<file path="src/rtl/mem_ctrl_pkg.sv">
// rtl/mem_ctrl_pkg.sv - shared types, size codes and load formatting for lsu_mem_ctrl
package mem_ctrl_pkg;

    localparam int ROW_W       = 15;
    localparam int BYTE_ADDR_W = 16;

    localparam logic [2:0] SZ_B  = 3'b000;
    localparam logic [2:0] SZ_H  = 3'b001;
    localparam logic [2:0] SZ_W  = 3'b010;
    localparam logic [2:0] SZ_BU = 3'b100;
    localparam logic [2:0] SZ_HU = 3'b101;

    typedef enum logic {
        REQ_IF  = 1'b0,
        REQ_LSU = 1'b1
    } req_id_e;

    // state carried from the accept edge into the response cycle
    typedef struct packed {
        logic       valid;
        req_id_e    req;
        logic [2:0] funct3;
        logic       ba0;
        logic       err;
    } rsp_meta_t;

    // size and sign handling of a lane-ordered read word
    function automatic logic [31:0] fmt_load(input logic [2:0] f3, input logic [31:0] w);
        logic [31:0] r;
        case (f3)
            SZ_B:    r = {{24{w[7]}}, w[7:0]};
            SZ_BU:   r = {24'h0, w[7:0]};
            SZ_H:    r = {{16{w[15]}}, w[15:0]};
            SZ_HU:   r = {16'h0, w[15:0]};
            default: r = w;
        endcase
        return r;
    endfunction

endpackage

</file>
<file path="src/rtl/mem_lane_map.sv">
// rtl/mem_lane_map.sv - byte address to even/odd RAM lane rows, write bytes and enables
module mem_lane_map
    import mem_ctrl_pkg::*;
(
    input  logic                   i_en,
    input  logic [BYTE_ADDR_W-1:0] i_ba,
    input  logic                   i_we,
    input  logic [1:0]             i_size,
    input  logic [31:0]            i_wdata,
    output logic [ROW_W-1:0]       o_addr_even_1,
    output logic [ROW_W-1:0]       o_addr_even_2,
    output logic [ROW_W-1:0]       o_addr_odd_1,
    output logic [ROW_W-1:0]       o_addr_odd_2,
    output logic [7:0]             o_data_even_1,
    output logic [7:0]             o_data_even_2,
    output logic [7:0]             o_data_odd_1,
    output logic [7:0]             o_data_odd_2,
    output logic                   o_we_even_1,
    output logic                   o_we_even_2,
    output logic                   o_we_odd_1,
    output logic                   o_we_odd_2
);

    logic [ROW_W-1:0] w_row;
    logic [ROW_W-1:0] w_row_p1;
    logic [ROW_W-1:0] w_row_p2;
    logic [3:0]       w_lane_we;

    // lane b0..b3 enables by store size; row arithmetic wraps at the top of memory
    always_comb begin
        w_row    = i_ba[BYTE_ADDR_W-1:1];
        w_row_p1 = w_row + ROW_W'(1);
        w_row_p2 = w_row + ROW_W'(2);
        case (i_size)
            2'b00:   w_lane_we = 4'b0001;
            2'b01:   w_lane_we = 4'b0011;
            2'b10:   w_lane_we = 4'b1111;
            default: w_lane_we = 4'b0000;
        endcase
        if (!(i_en && i_we)) begin
            w_lane_we = 4'b0000;
        end
    end

    // an odd start byte begins in the odd bank, so the lane order swaps banks
    always_comb begin
        o_addr_even_1 = '0;
        o_addr_even_2 = '0;
        o_addr_odd_1  = '0;
        o_addr_odd_2  = '0;
        o_data_even_1 = '0;
        o_data_even_2 = '0;
        o_data_odd_1  = '0;
        o_data_odd_2  = '0;
        o_we_even_1   = 1'b0;
        o_we_even_2   = 1'b0;
        o_we_odd_1    = 1'b0;
        o_we_odd_2    = 1'b0;
        if (i_en) begin
            if (!i_ba[0]) begin
                o_addr_even_1 = w_row;
                o_addr_odd_1  = w_row;
                o_addr_even_2 = w_row_p1;
                o_addr_odd_2  = w_row_p1;
                o_data_even_1 = i_wdata[7:0];
                o_data_odd_1  = i_wdata[15:8];
                o_data_even_2 = i_wdata[23:16];
                o_data_odd_2  = i_wdata[31:24];
                o_we_even_1   = w_lane_we[0];
                o_we_odd_1    = w_lane_we[1];
                o_we_even_2   = w_lane_we[2];
                o_we_odd_2    = w_lane_we[3];
            end else begin
                o_addr_odd_1  = w_row;
                o_addr_even_1 = w_row_p1;
                o_addr_odd_2  = w_row_p1;
                o_addr_even_2 = w_row_p2;
                o_data_odd_1  = i_wdata[7:0];
                o_data_even_1 = i_wdata[15:8];
                o_data_odd_2  = i_wdata[23:16];
                o_data_even_2 = i_wdata[31:24];
                o_we_odd_1    = w_lane_we[0];
                o_we_even_1   = w_lane_we[1];
                o_we_odd_2    = w_lane_we[2];
                o_we_even_2   = w_lane_we[3];
            end
        end
    end

endmodule

</file>
<file path="src/rtl/lsu_mem_ctrl.sv">
// rtl/lsu_mem_ctrl.sv - fetch/LSU arbiter and sequencer for byte-banked memory (option MEM_CTRL_BOUNDS_EN)
module lsu_mem_ctrl
    import mem_ctrl_pkg::*;
#(
    parameter int STARVE_MAX = 4
) (
    input  logic             i_clk,
    input  logic             i_rst_n,
    input  logic             i_if_valid,
    output logic             o_if_ready,
    input  logic [31:0]      i_if_addr,
    output logic             o_if_rsp_valid,
    output logic [31:0]      o_if_rdata,
    output logic             o_if_err,
    input  logic             i_lsu_valid,
    output logic             o_lsu_ready,
    input  logic             i_lsu_we,
    input  logic [2:0]       i_lsu_funct3,
    input  logic [31:0]      i_lsu_addr,
    input  logic [31:0]      i_lsu_wdata,
    output logic             o_lsu_rsp_valid,
    output logic [31:0]      o_lsu_rdata,
    output logic             o_lsu_err,
    output logic [ROW_W-1:0] o_mem_addr_even_1,
    output logic [ROW_W-1:0] o_mem_addr_even_2,
    output logic [ROW_W-1:0] o_mem_addr_odd_1,
    output logic [ROW_W-1:0] o_mem_addr_odd_2,
    output logic [7:0]       o_mem_data_even_1,
    output logic [7:0]       o_mem_data_even_2,
    output logic [7:0]       o_mem_data_odd_1,
    output logic [7:0]       o_mem_data_odd_2,
    output logic             o_mem_we_even_1,
    output logic             o_mem_we_even_2,
    output logic             o_mem_we_odd_1,
    output logic             o_mem_we_odd_2,
    output logic             o_mem_lsu_addr,
    input  logic [31:0]      i_mem_rdata
);

    logic [3:0]  r_starve_cnt;
    rsp_meta_t   r_meta;
    logic        w_grant_if;
    logic        w_grant_lsu;
    logic        w_any;
    logic        w_we;
    logic        w_oob;
    logic [2:0]  w_funct3;
    logic [31:0] w_addr;
    logic [31:0] w_wdata;
    logic [31:0] w_rdata_fmt;

    // LSU has priority unless fetch has lost STARVE_MAX times in a row; nothing granted in reset
    always_comb begin
        w_grant_if  = i_rst_n && i_if_valid &&
                      (!i_lsu_valid || (r_starve_cnt == 4'(STARVE_MAX)));
        w_grant_lsu = i_rst_n && i_lsu_valid && !w_grant_if;
        w_any       = w_grant_if || w_grant_lsu;
        o_if_ready  = w_grant_if;
        o_lsu_ready = w_grant_lsu;
    end

    // select the granted request; a fetch is always a word load
    always_comb begin
        w_addr   = '0;
        w_wdata  = '0;
        w_we     = 1'b0;
        w_funct3 = SZ_W;
        if (w_grant_lsu) begin
            w_addr   = i_lsu_addr;
            w_wdata  = i_lsu_wdata;
            w_we     = i_lsu_we;
            w_funct3 = i_lsu_funct3;
        end else if (w_grant_if) begin
            w_addr   = i_if_addr;
        end
    end

`ifdef MEM_CTRL_BOUNDS_EN
    assign w_oob = |w_addr[31:16];
`else
    logic w_unused_hi;
    assign w_oob       = 1'b0;
    assign w_unused_hi = ^w_addr[31:16];
`endif

    mem_lane_map u_lane_map (
        .i_en          (w_any),
        .i_ba          (w_addr[BYTE_ADDR_W-1:0]),
        .i_we          (w_we && !w_oob),
        .i_size        (w_funct3[1:0]),
        .i_wdata       (w_wdata),
        .o_addr_even_1 (o_mem_addr_even_1),
        .o_addr_even_2 (o_mem_addr_even_2),
        .o_addr_odd_1  (o_mem_addr_odd_1),
        .o_addr_odd_2  (o_mem_addr_odd_2),
        .o_data_even_1 (o_mem_data_even_1),
        .o_data_even_2 (o_mem_data_even_2),
        .o_data_odd_1  (o_mem_data_odd_1),
        .o_data_odd_2  (o_mem_data_odd_2),
        .o_we_even_1   (o_mem_we_even_1),
        .o_we_even_2   (o_mem_we_even_2),
        .o_we_odd_1    (o_mem_we_odd_1),
        .o_we_odd_2    (o_mem_we_odd_2)
    );

    // count consecutive cycles in which a valid fetch was passed over
    always_ff @(posedge i_clk or negedge i_rst_n) begin
        if (!i_rst_n) begin
            r_starve_cnt <= '0;
        end else if (i_if_valid && !w_grant_if) begin
            r_starve_cnt <= r_starve_cnt + 4'd1;
        end else begin
            r_starve_cnt <= '0;
        end
    end

    // response metadata; lane order only follows issued reads
    always_ff @(posedge i_clk or negedge i_rst_n) begin
        if (!i_rst_n) begin
            r_meta <= '{valid: 1'b0, req: REQ_IF, funct3: SZ_W, ba0: 1'b0, err: 1'b0};
        end else begin
            r_meta.valid  <= w_any && !w_we;
            r_meta.req    <= w_grant_lsu ? REQ_LSU : REQ_IF;
            r_meta.funct3 <= w_funct3;
            r_meta.err    <= w_any && w_oob;
            if (w_any && !w_we) begin
                r_meta.ba0 <= w_addr[0];
            end
        end
    end

    // format the returned word and steer it to the requester; idle data reads 0
    always_comb begin
        w_rdata_fmt     = r_meta.err ? 32'h0 : fmt_load(r_meta.funct3, i_mem_rdata);
        o_if_rsp_valid  = r_meta.valid && (r_meta.req == REQ_IF);
        o_lsu_rsp_valid = r_meta.valid && (r_meta.req == REQ_LSU);
        o_if_rdata      = o_if_rsp_valid ? w_rdata_fmt : 32'h0;
        o_lsu_rdata     = o_lsu_rsp_valid ? w_rdata_fmt : 32'h0;
        o_mem_lsu_addr  = r_meta.ba0;
`ifdef MEM_CTRL_BOUNDS_EN
        o_if_err        = r_meta.err && (r_meta.req == REQ_IF);
        o_lsu_err       = r_meta.err && (r_meta.req == REQ_LSU);
`else
        o_if_err        = 1'b0;
        o_lsu_err       = 1'b0;
`endif
    end

endmodule

</file>
<file path="config.mk">
export PLATFORM = sky130hd
export DESIGN_NAME = lsu_mem_ctrl
export DESIGN_NICKNAME = d
export VERILOG_FILES = /design/src/rtl/mem_ctrl_pkg.sv /design/src/rtl/mem_lane_map.sv /design/src/rtl/lsu_mem_ctrl.sv
export SDC_FILE = /design/constraint.sdc
export NUM_CORES = 1
export LEC_CHECK = 0
export ABC_AREA = 1
export CAP_MARGIN = 20
export CORE_MARGIN = 4
export CORE_UTILIZATION = 25
export CTS_BUF_LIST = sky130_fd_sc_hd__clkbuf_4 sky130_fd_sc_hd__clkbuf_8
export DETAILED_ROUTE_END_ITERATION = 8
export PLACE_DENSITY = 0.78
export SKIP_CTS_REPAIR_TIMING = 1
export SYNTH_ARGS = -nofsm -noshare
export SYNTH_HDL_FRONTEND = slang
export SYNTH_SLANG_ARGS = --single-unit
</file>
<file path="constraint.sdc">
create_clock -name i_clk -period 3.4 [get_ports i_clk]
set_input_delay 0.51 -clock i_clk [delete_from_list [all_inputs] [get_ports i_clk]]
set_output_delay 0.51 -clock i_clk [all_outputs]
set_load 0.005 [all_outputs]
</file>
==> qor.yml <==
postLayoutCoreUtil_pct: 56.9
synth_top_area_share_pct: 14.5
whs_ns: 0.304
fmax_mhz: 305
switching_share_pct: 36.6
finalHoldViolations: 0
critPathBufInv: 4
required_ns: 2.89
grt_pass1_wl_um: 21700
regArea_sq_um: 251
drc_errors: 0
rsz0062_at_grt: "yes"
antenna_left: 0
power_frac_seq_pct: 12.9
clock_skew_ns: 0.00341
track_usage_pct: 18.7
clockBufferDepth: 2
fp.dieW_um: 118
post-route-min-period_ns: 3.28
final_cells: 1040
drive_above_1_share_pct: 16.4
crit_path_frequent_cell: "nand2_2"
worstSetupStartpointType: "flop"
path_clk_slew_ns: 0.05
clkPwrFrac_pct: 12.7
io_pins: 303
synth_warnings: 0
syn_area_per_cell_sq_um: 5.07
p_sw_mw: 0.377
die_h_um: 118
cap_violations: 0
wl_um: 14600
vias_per_cell: 4.57
rows: 39
overflow: 0
grt_pass1_vias: 4422
ys_seq_area_share_pct: 8.39
crit_fanout: 5
setup_violations: 0
syn_to_final_growth_pct: 120
numCtsBuffers: 3
yosys.area.top_type: "o21ai_0"
ys_types: 37
rrSetupSlack_ns: 1.48
power.leakage_nw: 3.44
hp-class: "primary input to async pin"
worst_pin_slew_ns: 1.04
end_kind: "output port"
cpLargestDelayFamily: "buffers and inverters"
grt_max_degree: 41
worstPathCellList: "inv_1, ha_1, nand3_2, a21oi_4, buf_6, nand2_2, nand2_2, ha_4, nand3_4, nor2_8, xor2_4, buf_4, clkdlybuf4s50_1"
detail_route.wl_per_cell_um: 14.0
drtIter0Drc: 234
insertion_delay_ns: 0.23
cts-root-buf: "clkbuf_8"
postLayoutCellArea_sq_mm: 0.00658
dpl.cell_count: 1026
placed_area_sq_mm: 0.00615
dr.pass1.iters: 4
core_area_sq_mm: 0.0116
cpPeakStageDelay_ns: 0.49
tritoncts: "built"
fill_cells: 1115
finish.net_count: 1040
start_util_pct: 25.9
powerDensity_mw_per_mm2: 157
num_vias: 4753
htree_levels: 1
num_antenna_cells: 0
die_area_sq_mm: 0.0138
finalWeightedCongestion: 1.00
postSynthCellCount: 592
antenna_found_initial: 0
port_buffers: 268
synth_seq_cells: 10
p_int_mw: 0.655
synthTopCellsByArea: "o21ai_0 (15%), inv_1 (15%), nor2_1 (14%), nand2_1 (12%), nand3_1 (7.7%)"
irDropWorstVdd_mv: 0.0786
synthesis.area_sq_mm: 0.00300
slew_headroom_pct: 30.4
clock_sinks: 10
multi_input_area_sq_mm: 0.00237
period_share_pct: 96.6
cp_slowest_cell: "clkdlybuf4s50_1"
cp_data_arrival_time_ns: 2.77
dpl.hpwl_um: 12200
report.final.slew_viol_count: 0
status: "completed"
crit_type: "flop to output port"
combPwrFrac_pct: 74.5
-- cell families after synthesis --
kind of cell               Yosys count  share of synthesized area (%)
buffers and inverters              153                           20.6
xor gates and xnor gates             7                           2.29
adders and majority gates            6                           2.50
and+or+nand+nor                    298                           46.0
AOI/OAI and AO/OA                  117                           20.2
other                                1                          0.125
DFF                                 10                           8.39
-- Yosys cell counts (all sizes together) --
| cell | count |
|---|---|
| inv | 120 |
| or2 | 3 |
| clkinv | 1 |
| nand4 | 7 |
| ha | 6 |
| a31oi | 1 |
| clkbuf | 20 |
| xnor2 | 1 |
| xor2 | 6 |
| nand2 | 120 |
| conb | 1 |
| nor2 | 118 |
| buf | 12 |
| dfstp | 1 |
| nor3 | 1 |
| a22oi | 1 |
| o21ai | 93 |
| a21oi | 22 |
| nand3 | 49 |
| dfrtp | 9 |
-- per-layer routing --
| metal | global-route usage [%] | share of wire (%) |
|---|---|---|
| met5 | 0 | 0 |
| met3 | 5.19 | 9.2 |
| met4 | 4.40 | 2.2 |
| met1 | 21.3 | 40 |
| met2 | 34.6 | 49 |
-- power by group through the flow --
| stage | combinational, mW | sequential [mW] | clock [mW] |
|---|---|---|---|
| after floorplan | 0.270 | 0.134 | 0 |
| after global placement | 0.741 | 0.134 | 0 |
| after detailed placement | 0.747 | 0.135 | 0 |
| after CTS | 0.751 | 0.133 | 0.135 |
| after global routing | 0.839 | 0.134 | 0.144 |
| final | 0.769 | 0.133 | 0.131 |
-- path summary, 6_finish.rpt --
| path | cells past startpoint | to | start |
|---|---|---|---|
| worst max-delay path | 13 | o_mem_addr_odd_2[6] | r_starve_cnt[0] |
| worst min-delay path | 2 | r_starve_cnt[1] | i_rst_n |
| worst max register to register | 11 | o_mem_lsu_addr | r_starve_cnt[0] |
| worst min register to register | 1 | r_starve_cnt[0] | r_starve_cnt[0] |
| max in group asynchronous | 2 | r_meta[3] | i_rst_n |
| min in group i_clk | 1 | r_starve_cnt[0] | r_starve_cnt[0] |
-- sequential cells by signal (all words and copies together), names as in the netlist --
| register | flops |
|---|---|
| o_mem_lsu_addr | 1 |
| r_meta | 5 |
| r_starve_cnt | 4 |
-- final cells by class --
type / count / area share [%]
repair buffers: 332 / 49.8
multi-input cells: 430 / 36.0
clock buffers: 4 / 0.741
flip-flops and latches: 10 / 3.82
well taps: 143 / 2.72
inverters: 121 / 6.96
-- cells in the final DEF (no fill, tap or decap), drive strengths merged --
| cell | count |
|---|---|
| a22oi | 1 |
| o21ai | 93 |
| conb | 2 |
| xor2 | 6 |
| nand3 | 49 |
| clkinvlp | 1 |
| nor2 | 118 |
| dfrtp | 9 |
| nand4 | 7 |
| a31oi | 1 |
| a21oi | 22 |
| nand2 | 120 |
| clkbuf | 5 |
| dfstp | 1 |
| clkdlybuf4s50 | 247 |
| ha | 6 |
| inv | 120 |
| dlymetal6s2s | 21 |
| nor3 | 1 |
| xnor2 | 1 |
| or2 | 3 |
| buf | 63 |
-- stage by stage --
step	total power [mW]	TNS, ns	setup slack, ns
2_1_floorplan	0.404	0	0.756
3_3_place_gp	0.875	-2.75	-0.197
3_5_place_dp	0.881	-5.76	-0.256
4_1_cts	1.02	-6.80	-0.273
5_1_grt	1.12	-0.170	-0.0434
6_report	1.03	0	0.117
(Power assumes the default switching activity.)
==> variant 1 (same flow settings) <==
Build with the macro `MEM_CTRL_BOUNDS_EN` defined.
--- a/src/rtl/lsu_mem_ctrl.sv
+++ b/src/rtl/lsu_mem_ctrl.sv
@@ -1,4 +1,6 @@
 // rtl/lsu_mem_ctrl.sv - fetch/LSU arbiter and sequencer for byte-banked memory (option MEM_CTRL_BOUNDS_EN)
+`define MEM_CTRL_BOUNDS_EN
+
 module lsu_mem_ctrl
     import mem_ctrl_pkg::*;
 #(
Formal check against the unedited RTL: not equivalent (a bounded check fails within 4 cycles, from zero or initial values and one cycle with i_rst_n low).
==> variant 1 against the original RTL <==
  * Power increased by 8.4%
  * Register-to-register slack better by 140 ps
  * Hold slack better by 4.8 ps
  * Area after synthesis is 9.7% higher
  * Design area is 7.8% higher
  * Wire length is 18% higher
  * Sequential cell count increased by 1
  * Worst setup slack got worse by 65 ps
  * Critical endpoint is now o_mem_addr_even_1[11]
  * Clock skew shrank 1.4 ps
==> variant 1: results <==
[placed_design]
globalplace.congestion = 0.962
hpwlAfterDp_um = 14000
io_buffer_count = 302

[critical_path]
arrival_ps = 2840
path_delay_family = "simple AND/OR/NAND/NOR gates"
reg2reg_depth = 8
slowest_delay_ps = 550
crit_path_max_fanout = 5

[run_status]
outcome = "finished, final reports clean"

[global_routing]
antenna_found_initial = 0
grt_pass1_vias = 4872
grt_max_degree = 36
grt_use_total_pct = 20.6

[timing]
tightest_slew_ps = 943

[power]
leakage_nw = 3.41
peakVddDrop_v = 0.0000796

[drt]
drtIter0Drc = 317
drtPass1Iterations = 5
viasPerCell = 4.63

[final_layout]
final_cells = 1147
drive_gt1_share_pct = 14.4
largest_register_ffs = 6
n_fill_cell = 1195

[yosys]
synth_area_leaders = "nand2_1 (20%), inv_1 (10%), nor2_1 (10%), o21ai_0 (9.4%), dfrtp_1 (7.6%)"
netlist_instances = 638
synth-seq-area-share_pct = 8.40
synthTopCellsByCount = "nand2_1 (177), inv_1 (92), nor2_1 (88)"
synth_cell_type_count = 36

[worst_hold_path]
min_path_type = "in2async"
[variant 1: cell types whose count changed after synthesis, moves of 4 or more]
cell | before | now
o21ai_1 | 5 | 15
nand4_1 | 6 | 11
nand3_2 | 2 | 8
o21ai_0 | 87 | 62
nor2_4 | 2 | 6
nand2_1 | 96 | 177
inv_1 | 116 | 92
buf_2 | 4 | 10
nor2_1 | 108 | 88
nand3_1 | 46 | 50
nor3_1 | 0 | 17
a21oi_1 | 21 | 2
[variant 1: final timing paths]
| check | from | to | slack [ps] |
|---|---|---|---|
| worst max register to register | r_starve_cnt[0] | o_mem_lsu_addr | 1620 |
| worst min register to register | r_starve_cnt[0] | r_starve_cnt[0] | 520 |
| worst min-delay path | i_rst_n | r_meta[4] | 310 |
| max in group asynchronous | i_rst_n | r_meta[3] | 2870 |
| min in group i_clk | r_starve_cnt[0] | r_starve_cnt[0] | 520 |
| worst max-delay path | r_starve_cnt[0] | o_mem_addr_even_1[11] | 50 |
[variant 1: worst reg2reg max path, delay by kind of cell (launching register included)]
kind / cells / cell delay (ps)
fa+ha+maj: 1 / 180
buf+inv: 2 / 230
simple gates: 3 / 320
compound gates: 1 / 130
flops: 1 / 420
mux: 1 / 370
[variant 1: metrics by stage]
step	hold WS (ps)	setup slack, ps
floorplan	214	689
global placement	481	-91.4
detailed placement	489	-120
CTS	495	-144
global route	356	-57.9
finish	309	52.0
[variant 1: layout make-up]
type                       instances  area, µm²  share of cell area [%]
multi-input combinational        495       2600                    36.7
clock buffer                       4       48.8                   0.687
tap                              172        215                    3.03
sequential                        11        277                    3.90
timing repair buffer             365       3570                    50.3
inverter                         100        380                    5.36
[variant 1: power breakdown]
group          leakage, nW  switching [mW]  internal (mW)  total (mW)
clock network       0.0262          0.0488         0.0902       0.139
logic                 3.24           0.358          0.469       0.827
registers            0.143          0.0128          0.140       0.153
total                 3.41           0.420          0.699        1.12
[variant 1: logic make-up after synthesis]
logic type               after synthesis  share of synthesized area [%]
AND/OR/NAND/NOR                      393                           56.4
flip-flops                            11                           8.40
AO/OA/AOI/OAI                         84                           13.1
XOR/XNOR                              10                           3.12
buffers and inverters                133                           16.3
multiplexers                           1                          0.342
adder cells (fa/ha/maj)                6                           2.28
[variant 1: layer usage]
layer / share of wire (%) / global-route usage, % / vias to the layer above
met5: 0 / 0 / -
met3: 11 / 6.82 / 39
li1: - / - / 2670
met2: 49 / 38.1 / 246
met4: 3.1 / 5.67 / 0
met1: 37 / 22.4 / 2350
==> variant 2 (same flow settings) <==
Without the edit above. Reset style: synchronous (`i_rst_n`), changed in 2 clocked blocks.
--- a/src/rtl/lsu_mem_ctrl.sv
+++ b/src/rtl/lsu_mem_ctrl.sv
@@ -104,7 +104,7 @@
     );
 
     // count consecutive cycles in which a valid fetch was passed over
-    always_ff @(posedge i_clk or negedge i_rst_n) begin
+    always_ff @(posedge i_clk) begin
         if (!i_rst_n) begin
             r_starve_cnt <= '0;
         end else if (i_if_valid && !w_grant_if) begin
@@ -115,7 +115,7 @@
     end
 
     // response metadata; lane order only follows issued reads
-    always_ff @(posedge i_clk or negedge i_rst_n) begin
+    always_ff @(posedge i_clk) begin
         if (!i_rst_n) begin
             r_meta <= '{valid: 1'b0, req: REQ_IF, funct3: SZ_W, ba0: 1'b0, err: 1'b0};
         end else begin
Formal check against the unedited RTL: differs if i_rst_n is asserted again (counterexample within 4 cycles, from zero or initial values and one cycle with i_rst_n low); with i_rst_n held inactive, the same outputs for 10 cycles.
==> variant 2 against the original RTL <==
  * Power fell by 2.1%
  * Wire length up 1.3%
  * Largest power group unchanged
  * Design area up 1.3%
  * Sequential cell count stayed put
  * Critical path type is now in2out
  * Area after synthesis grew 2.7%
  * Critical endpoint is now o_mem_addr_even_2[10]
  * Hold slack improved by 130 ps
  * Worst setup slack got worse by 24 ps
==> variant 2: results <==
[final_layout]
top_register = "r_meta"
drive_gt1_share_pct = 16.8
fin_nets = 1042
n_fill_cell = 1159

[global_routing]
grt_pass1_vias = 4369
grt_first_pass_wirelength_um = 22400
grt_use_total_pct = 19.2
grt_max_degree = 42

[critical_path]
cp-startpoint = "i_if_valid"
r2r_start = "r_starve_cnt[0]"
endpoint = "o_mem_addr_even_2[10]"
slowest_delay_ps = 500
r2r-end = "o_mem_lsu_addr"
crit_path_max_fanout = 7

[worst_hold_path]
hold_depth = 1
min_from = "r_starve_cnt[0]"
min_path_type = "reg2reg"

[yosys]
yosys_most_used_dff = "dfxtp_1"
yosys_warnings = 0
synth_cell_type_count = 41
synth_adder_area_share_pct = 2.44
synth-async-reset-ratio_pct = 0
yosysTopAreaCell = "inv_1"
synth_mux_area_share_pct = 0.366
synth-compound-area-share_pct = 19.3
synthXorXnorAreaFrac_pct = 2.52
synthTopCellsByCount = "inv_1 (117), nor2_1 (107), nand2_1 (95)"
synth-seq-area-share_pct = 6.50
syn_avg_cell_area_um2 = 5.16
synth_area_leaders = "inv_1 (14%), o21ai_0 (14%), nor2_1 (13%), nand2_1 (12%), nand3_1 (7.0%)"

[placed_design]
hpwlAfterDp_um = 12300
globalplace.congestion = 0.925

[power]
p_switching_mw = 0.365
peakVddDrop_v = 0.0000742
leakage_nw = 3.55

[drt]
post_drt_wl_per_cell_um = 14.1
drtIter0Drc = 271
viasPerCell = 4.59

[timing]
tightest_slew_ps = 1080
skew_ps = 1.01
holdWs_ps = 437

[run_status]
outcome = "finished, final reports clean"

[clock_network]
cts_root_buf = "clkbuf_8"
-- variant 2: kinds of logic after synthesis --
family,count (synthesis)
AND/OR/NAND/NOR,303
buffers and inverters,155
AO/OA/AOI/OAI,113
flip-flops,10
XOR/XNOR,8
adder cells (fa/ha/maj),6
other,1
multiplexers,1
-- variant 2: final cells by class --
type,instances,area (µm²),share of cell area [%]
clock buffer,4,55.1,0.825
inverter,123,473,7.09
multi-input combinational,434,2440,36.6
sequential,10,201,3.02
tap,147,184,2.76
timing repair buffer,328,3320,49.7
-- variant 2: metal layers --
metal | global-route usage (%) | up-vias | routed length, µm
met1 | 22.1 | 2139 | 5890
met2 | 34.8 | 196 | 7390
met5 | 0 | - | 0
li1 | - | 2445 | -
met4 | 4.85 | 0 | 314
met3 | 5.37 | 19 | 1200
-- variant 2: power by group through the flow --
stage | Sequential, mW | Combinational (mW) | Clock [mW]
2_1_floorplan | 0.126 | 0.263 | 0
3_3_place_gp | 0.127 | 0.715 | 0
3_5_place_dp | 0.127 | 0.719 | 0
4_1_cts | 0.124 | 0.724 | 0.158
5_1_grt | 0.125 | 0.804 | 0.164
6_report | 0.124 | 0.734 | 0.153
-- variant 2: worst reg2reg max path: stages (launching register included) --
cell and delay, ps:
dfxtp_2 350, inv_1 50, ha_1 200, nand3_2 110
a21oi_4 80, buf_12 160, nor2_2 120, buf_6 150
nand2_1 80, nand2_4 110, clkinv_4 110, buf_4 170
nand2_1 50, o211ai_1 80, inv_1 60
-- variant 2: through the flow --
step	setup WS (ps)	cell area (µm²)	power, mW	utilization, %	cells
floorplan	836	3080	0.389	-	598
global placement	-114	6230	0.842	51.9	1031
detailed placement	-155	6230	0.845	51.9	1031
CTS	-163	6280	1.01	52.3	1035
global route	-51.3	6670	1.09	55.5	1046
finish	92.7	6670	1.01	55.5	1046
